--- config.mk ---
export PLATFORM = sky130hd
export DESIGN_NAME = pipeline_ctrl_gen
export DESIGN_NICKNAME = d
export VERILOG_FILES = /design/src/rtl/pipeline_ctrl_gen_pkg.sv /design/src/rtl/pipeline_ctrl_gen_arb.sv /design/src/rtl/pipeline_ctrl_gen.sv
export SDC_FILE = /design/constraint.sdc
export NUM_CORES = 1
export LEC_CHECK = 0
export ABC_AREA = 0
export BUFFER_PORTS_ARGS = -buffer_cell sky130_fd_sc_hd__buf_4
export CAP_MARGIN = 20
export CORE_MARGIN = 5
export CORE_UTILIZATION = 25
export DETAILED_ROUTE_END_ITERATION = 6
export GPL_TIMING_DRIVEN = 1
export PLACE_DENSITY = 0.51
export SLEW_MARGIN = 5
export SYNTH_ARGS = -nofsm -noshare
export SYNTH_HDL_FRONTEND = slang
export SYNTH_SLANG_ARGS = --single-unit
--- constraint.sdc ---
create_clock -name clk -period 2.9 [get_ports clk]
set_input_delay 0.29 -clock clk [delete_from_list [all_inputs] [get_ports clk]]
set_output_delay 0.29 -clock clk [all_outputs]
set_load 0.02 [all_outputs]
--- src/rtl/pipeline_ctrl_gen_pkg.sv ---
// Shared types and stage indices for the pipeline redirect/flush/stall controller.
package pipeline_ctrl_gen_pkg;

  typedef enum logic [0:0] {StIdle = 1'b0, StPend = 1'b1} ctrl_state_e;

  localparam int unsigned StageIf    = 0;
  localparam int unsigned StageId    = 1;
  localparam int unsigned StageExu   = 2;
  localparam int unsigned StageLsu   = 3;
  localparam int unsigned StageWb    = 4;
  localparam int unsigned StoreStage = StageExu;

  localparam int unsigned DefaultXlen = 64;

endpackage

--- src/rtl/pipeline_ctrl_gen_arb.sv ---
// Oldest-first picker: the highest-indexed requesting stage wins and supplies its target PC.
module pipeline_ctrl_gen_arb #(
  parameter int unsigned XLEN   = 64,
  parameter int unsigned NSTAGE = 5,
  parameter int unsigned IdxW   = (NSTAGE > 1) ? $clog2(NSTAGE) : 1
) (
  input  logic [NSTAGE-1:0]      req_i,
  input  logic [NSTAGE*XLEN-1:0] pc_i,
  output logic                   any_o,
  output logic [IdxW-1:0]        w_o,
  output logic [XLEN-1:0]        pc_sel_o
);

  always_comb begin
    any_o    = |req_i;
    w_o      = '0;
    pc_sel_o = '0;
    // Ascending scan so the last hit (oldest stage) overwrites younger ones.
    for (int i = 0; i < int'(NSTAGE); i++) begin
      if (req_i[i]) begin
        w_o      = IdxW'(i);
        pc_sel_o = pc_i[i*XLEN +: XLEN];
      end
    end
  end

endmodule

--- src/rtl/pipeline_ctrl_gen.sv ---
// Redirect/flush/stall controller: holds an unaccepted redirect, flushes younger stages and
// stalls fetch from exception detection until the trap redirect retires or the watchdog fires.
module pipeline_ctrl_gen
  import pipeline_ctrl_gen_pkg::*;
#(
  parameter int unsigned XLEN      = DefaultXlen,
  parameter int unsigned NSTAGE    = 5,
  parameter int unsigned CLR_STAGE = 4,
  parameter int unsigned DRAIN_MAX = 255
) (
  input  logic                   clk,
  input  logic                   rst_n,
  input  logic [NSTAGE-1:0]      redir_req_i,
  input  logic [NSTAGE*XLEN-1:0] redir_pc_i,
  input  logic [NSTAGE-1:0]      excep_i,
  input  logic                   mtip_hold_i,
  input  logic                   fetch_ready_i,
  output logic [NSTAGE-1:0]      flush_o,
  output logic                   stall_if_o,
  output logic                   stall_store_o,
  output logic                   jump_o,
  output logic [XLEN-1:0]        jumppc_o,
  output logic                   drain_tmo_o
);

  localparam int unsigned IdxW = (NSTAGE > 1) ? $clog2(NSTAGE) : 1;
  localparam int unsigned CntW = $clog2(DRAIN_MAX + 1);

  ctrl_state_e     state_q, state_d;
  logic [IdxW-1:0] pend_idx_q, pend_idx_d;
  logic [XLEN-1:0] pend_pc_q, pend_pc_d;
  logic            exc_pend_q, exc_pend_d;
  logic [CntW-1:0] drain_cnt_q, drain_cnt_d;

  logic            any;
  logic [IdxW-1:0] w;
  logic [XLEN-1:0] pc_sel;
  logic            override;
  logic [IdxW-1:0] idx_eff;
  logic            accepted;
  logic            tmo_hit;
  logic            exc_set, exc_clr, exc_new_hi;

  pipeline_ctrl_gen_arb #(
    .XLEN   (XLEN),
    .NSTAGE (NSTAGE),
    .IdxW   (IdxW)
  ) u_arb (
    .req_i    (redir_req_i),
    .pc_i     (redir_pc_i),
    .any_o    (any),
    .w_o      (w),
    .pc_sel_o (pc_sel)
  );

  always_ff @(posedge clk or negedge rst_n) begin
    if (!rst_n) begin
      state_q     <= StIdle;
      pend_idx_q  <= '0;
      pend_pc_q   <= '0;
      exc_pend_q  <= 1'b0;
      drain_cnt_q <= '0;
    end else begin
      state_q     <= state_d;
      pend_idx_q  <= pend_idx_d;
      pend_pc_q   <= pend_pc_d;
      exc_pend_q  <= exc_pend_d;
      drain_cnt_q <= drain_cnt_d;
    end
  end

  // An equal-or-older request arriving while a redirect is pending replaces it.
  assign override = (state_q == StPend) && any && (w >= pend_idx_q);
  assign idx_eff  = (state_q == StIdle || override) ? w : pend_idx_q;
  assign accepted = jump_o && fetch_ready_i;

  always_comb begin
    state_d    = state_q;
    pend_idx_d = pend_idx_q;
    pend_pc_d  = pend_pc_q;
    unique case (state_q)
      StIdle: begin
        if (any && !fetch_ready_i) begin
          state_d    = StPend;
          pend_idx_d = w;
          pend_pc_d  = pc_sel;
        end
      end
      StPend: begin
        if (fetch_ready_i) begin
          state_d = StIdle;
        end else if (override) begin
          pend_idx_d = w;
          pend_pc_d  = pc_sel;
        end
      end
      default: state_d = StIdle;
    endcase
  end

  always_comb begin
    exc_new_hi = 1'b0;
    for (int j = 0; j < int'(NSTAGE); j++) begin
      if (j >= int'(CLR_STAGE) && excep_i[j]) exc_new_hi = 1'b1;
    end
    exc_set = |excep_i;
    exc_clr = accepted && (idx_eff >= IdxW'(CLR_STAGE));
    tmo_hit = exc_pend_q && (drain_cnt_q == CntW'(DRAIN_MAX));

    exc_pend_d = exc_pend_q;
    if (tmo_hit || exc_clr) exc_pend_d = 1'b0;
    // A fresh exception at or past the clearing stage belongs to a newer trap and must stick.
    if (exc_set && !(exc_clr && !exc_new_hi)) exc_pend_d = 1'b1;

    drain_cnt_d = (exc_pend_q && exc_pend_d && !tmo_hit) ? drain_cnt_q + 1'b1 : '0;
  end

  always_comb begin
    jump_o   = 1'b0;
    jumppc_o = '0;
    flush_o  = '0;
    unique case (state_q)
      StIdle: begin
        jump_o   = any;
        jumppc_o = pc_sel;
        for (int j = 0; j < int'(NSTAGE); j++) begin
          flush_o[j] = any && (IdxW'(j) < w);
        end
      end
      StPend: begin
        jump_o   = 1'b1;
        jumppc_o = override ? pc_sel : pend_pc_q;
        for (int j = 0; j < int'(NSTAGE); j++) begin
          flush_o[j] = IdxW'(j) < idx_eff;
        end
      end
      default: ;
    endcase
    stall_if_o    = (|excep_i) || exc_pend_q || (state_q == StPend) ||
                    ((state_q == StIdle) && any && !fetch_ready_i);
    stall_store_o = mtip_hold_i && !flush_o[StoreStage];
    drain_tmo_o   = tmo_hit;
  end

endmodule

==> run summary <==
Clk Latency, worst-skew pair -> 330 ps
CP Buf/Inv Count -> 2
minimum clock period after layout -> 2730 ps
1st-iter DRT viols -> 379
hold path start -> fetch_ready_i
Setup crit end kind -> output port
FP Rows -> 57
setup bufs post-CTS -> 0
Power Density -> 507 nW/um2
Post-Synth Adder-Cell Area -> 0.608%
vias in the first global route -> 7,320
CTS Sinks -> 77
period utilisation layout -> 94.0%
normalized max-slew margin -> 60.5%
Yosys cell types -> 54
total track usage -> 19.4%
compound-cell area share of the yosys netlist -> 22.7%
Max Cap Viol -> 0
Final #Nets -> 1,336
Cell Count, Final, Fillers Out -> 1,328
worst r2r dst -> pend_pc_q[58]
mux cell area share after synthesis -> 23.9%
hold endpoint -> state_q
DP Worst Slack -> 149 ps
DR vias -> 6,919
Hold WS -> 125 ps
met2 Use GR -> 35.0%
outcome -> finished, final reports clean
layout filler cell count -> 2,489
met3 Usage GRT -> 4.60%
final HPWL from detailed placement -> 21,100 um
first-pass GRT wire length -> 42,900 um
# port buffers -> 406
Worst Clk Skew -> 6.91 ps
Synth Area in Simple Gates -> 14.4%
post-synthesis instance total -> 628
final wirelength -> 28,700 um
Core Region -> 24,300 um2
Hold Crit Class -> in2reg
Main synth FF type -> dfrtp_1
die area -> 27,900 um2
Synth Area per Inst -> 9.83 um2
RSZ-0062 raised after global routing -> no
CP max-delay cell -> dfrtp_1
mapped cell area -> 6170 um2
cell leakage power -> 4.50 nW
WL per Instance -> 21.6 um
Placed Instances -> 1,309
Worst-path clk slew -> 60 ps
dpl cell area -> 9500 um2
final worst slack -> 175 ps
Worst EP arrival -> 2440 ps
asr flop ratio synth -> 100%
routability cong. -> 0.876
final core occ -> 40.5%
post-DR vias/cell -> 5.21
number of synthesized register bits -> 77
flop-to-flop setup slack -> 680 ps
Die X -> 167 um
H-tree depth -> 3
largest family of logic cells by synthesized area -> multiplexers
starting density of the core -> 25.4%
Setup Total Neg Slack -> 0 ps
DRT Pass-1 Iters -> 4
area delta synth->final -> 59.7%
ANT nets after route -> 0
CP cell instances -> ha_1 > nand3b_1 > nand2_2 > o211ai_4 > nand2_4 > clkbuf_16 > mux2_2 > buf_4
Worst path top cell family by delay -> simple AND/OR/NAND/NOR gates
met1 GRT Util -> 22.4%
Remaining Overflow, GRT -> 0
Worst VDD drop -> 210 uV
Register-to-Register Path Depth -> 8
EDFF count, synth -> 0
Synth Area in XOR/XNOR -> 0.851%
Setup violations, final -> 0
die height -> 167 um
final count of hold timing violations -> 0
startpoint types -> flip-flop
register area share after synthesis -> 31.2%
Post-Syn Nets -> 965
final instance area -> 9860 um2
Crit path largest cell delay -> 410 ps
Worst Path Required -> 2610 ps
Num CTS Buffers -> 9
fin. max-slew vios -> 0
Tot Pwr -> 4.99 mW
fmax -> 0.367 GHz
R2R Path Start -> pend_idx_q[0]
GRT Max-Usage Layer -> met2
number of diodes -> 0
CTS tree -> built
I/O Pins -> 407
share of layout cells above drive strength 1 -> 54.6%
clk root buf -> clkbuf_16
CTS Buffer Depth -> 2
initial antenna violation count -> 0
largest net degree at the start of global routing -> 129
Crit Path Max Fanout -> 22
Min-Delay Path Depth -> 2
DRC -> 0
Yosys warnings -> 0
WS Path Type -> reg2out
worst slew pin tran -> 592 ps
## flip-flops by register name (all words and copies together) (netlist names)
register	count
drain_cnt_q	8
exc_pend_q	1
state_q	1
pend_idx_q	3
pend_pc_q	64
## kinds of logic after synthesis
family | count (synthesis)
AO/OA/AOI/OAI | 152
XOR/XNOR | 6
AND/OR/NAND/NOR | 186
buffers and inverters | 73
flip-flops | 77
multiplexers | 131
adder cells (fa/ha/maj) | 3
## cell usage in the layout (no fill, tap or decap), drive strengths merged, types with 8 or more instances in the layout
master,instances
a221o,65
a221oi,64
buf,423
clkbuf,13
dfrtp,77
inv,8
mux2,129
nand2,15
nor2,82
nor3,66
## how the worst max path moves through the flow
stage | from | end | slack [ps] | cells past startpoint
6_report | pend_idx_q[0] | jumppc_o[5] | 170 | 8
5_1_grt | pend_idx_q[0] | jumppc_o[5] | 10 | 8
4_1_cts | pend_idx_q[0] | jumppc_o[0] | 70 | 8
3_5_place_dp | redir_req_i[1] | jumppc_o[0] | 150 | 11
3_3_place_gp | redir_req_i[1] | jumppc_o[2] | 220 | 11
2_1_floorplan | redir_req_i[4] | jumppc_o[10] | 0.1 | 11
## layout make-up
class / count / area, um2 / area share, %
Clock buffer: 12 / 246 / 2.50
Clock inverter: 4 / 47.5 / 0.482
Inverter: 8 / 30.0 / 0.305
Multi-Input combinational cell: 478 / 3870 / 39.3
Sequential cell: 77 / 1930 / 19.5
Tap cell: 324 / 405 / 4.11
Timing Repair Buffer: 425 / 3330 / 33.8
## cell usage after synthesis, types with 2 or more instances
cell / n / area, um2
a21oi_1: 4 / 20.0
a221o_1: 65 / 651
a221oi_1: 64 / 561
and4_1: 2 / 17.5
buf_1: 4 / 15.0
buf_2: 9 / 45.0
buf_4: 3 / 22.5
buf_6: 6 / 67.6
buf_8: 3 / 45.0
clkbuf_1: 39 / 146
dfrtp_1: 77 / 1930
ha_1: 3 / 37.5
inv_1: 7 / 26.3
mux2_1: 34 / 383
mux2_2: 95 / 1070
mux2i_1: 2 / 20.0
nand2_1: 12 / 45.0
nand2_2: 2 / 12.5
nand3_1: 5 / 25.0
nand3b_1: 3 / 22.5
nor2_1: 79 / 297
nor2_4: 2 / 22.5
nor2b_1: 5 / 31.3
nor3_1: 66 / 330
o21a_1: 2 / 15.0
o21ai_0: 2 / 10.0
o21bai_1: 2 / 15.0
xnor2_1: 5 / 43.8
## timing repair
action,4_1_cts,5_1_grt
hold buffers,0,1
hold endpoints to repair,0,37
endpoints found under the setup margin,0,44
gates resized for setup,0,3
## where the power goes
part | switching [mW] | total [mW] | internal, mW
registers | 0.184 | 1.54 | 1.35
logic | 1.08 | 2.31 | 1.23
clock network | 0.460 | 1.15 | 0.689
total | 1.72 | 4.99 | 3.27
## per-layer routing
| metal | vias up | part of all wire (%) |
|---|---|---|
| met5 | - | 0 |
| li1 | 3237 | - |
| met2 | 323 | 51 |
| met1 | 3319 | 40 |
| met3 | 40 | 7.0 |
| met4 | 0 | 2.7 |
(Power assumes the default switching activity.)
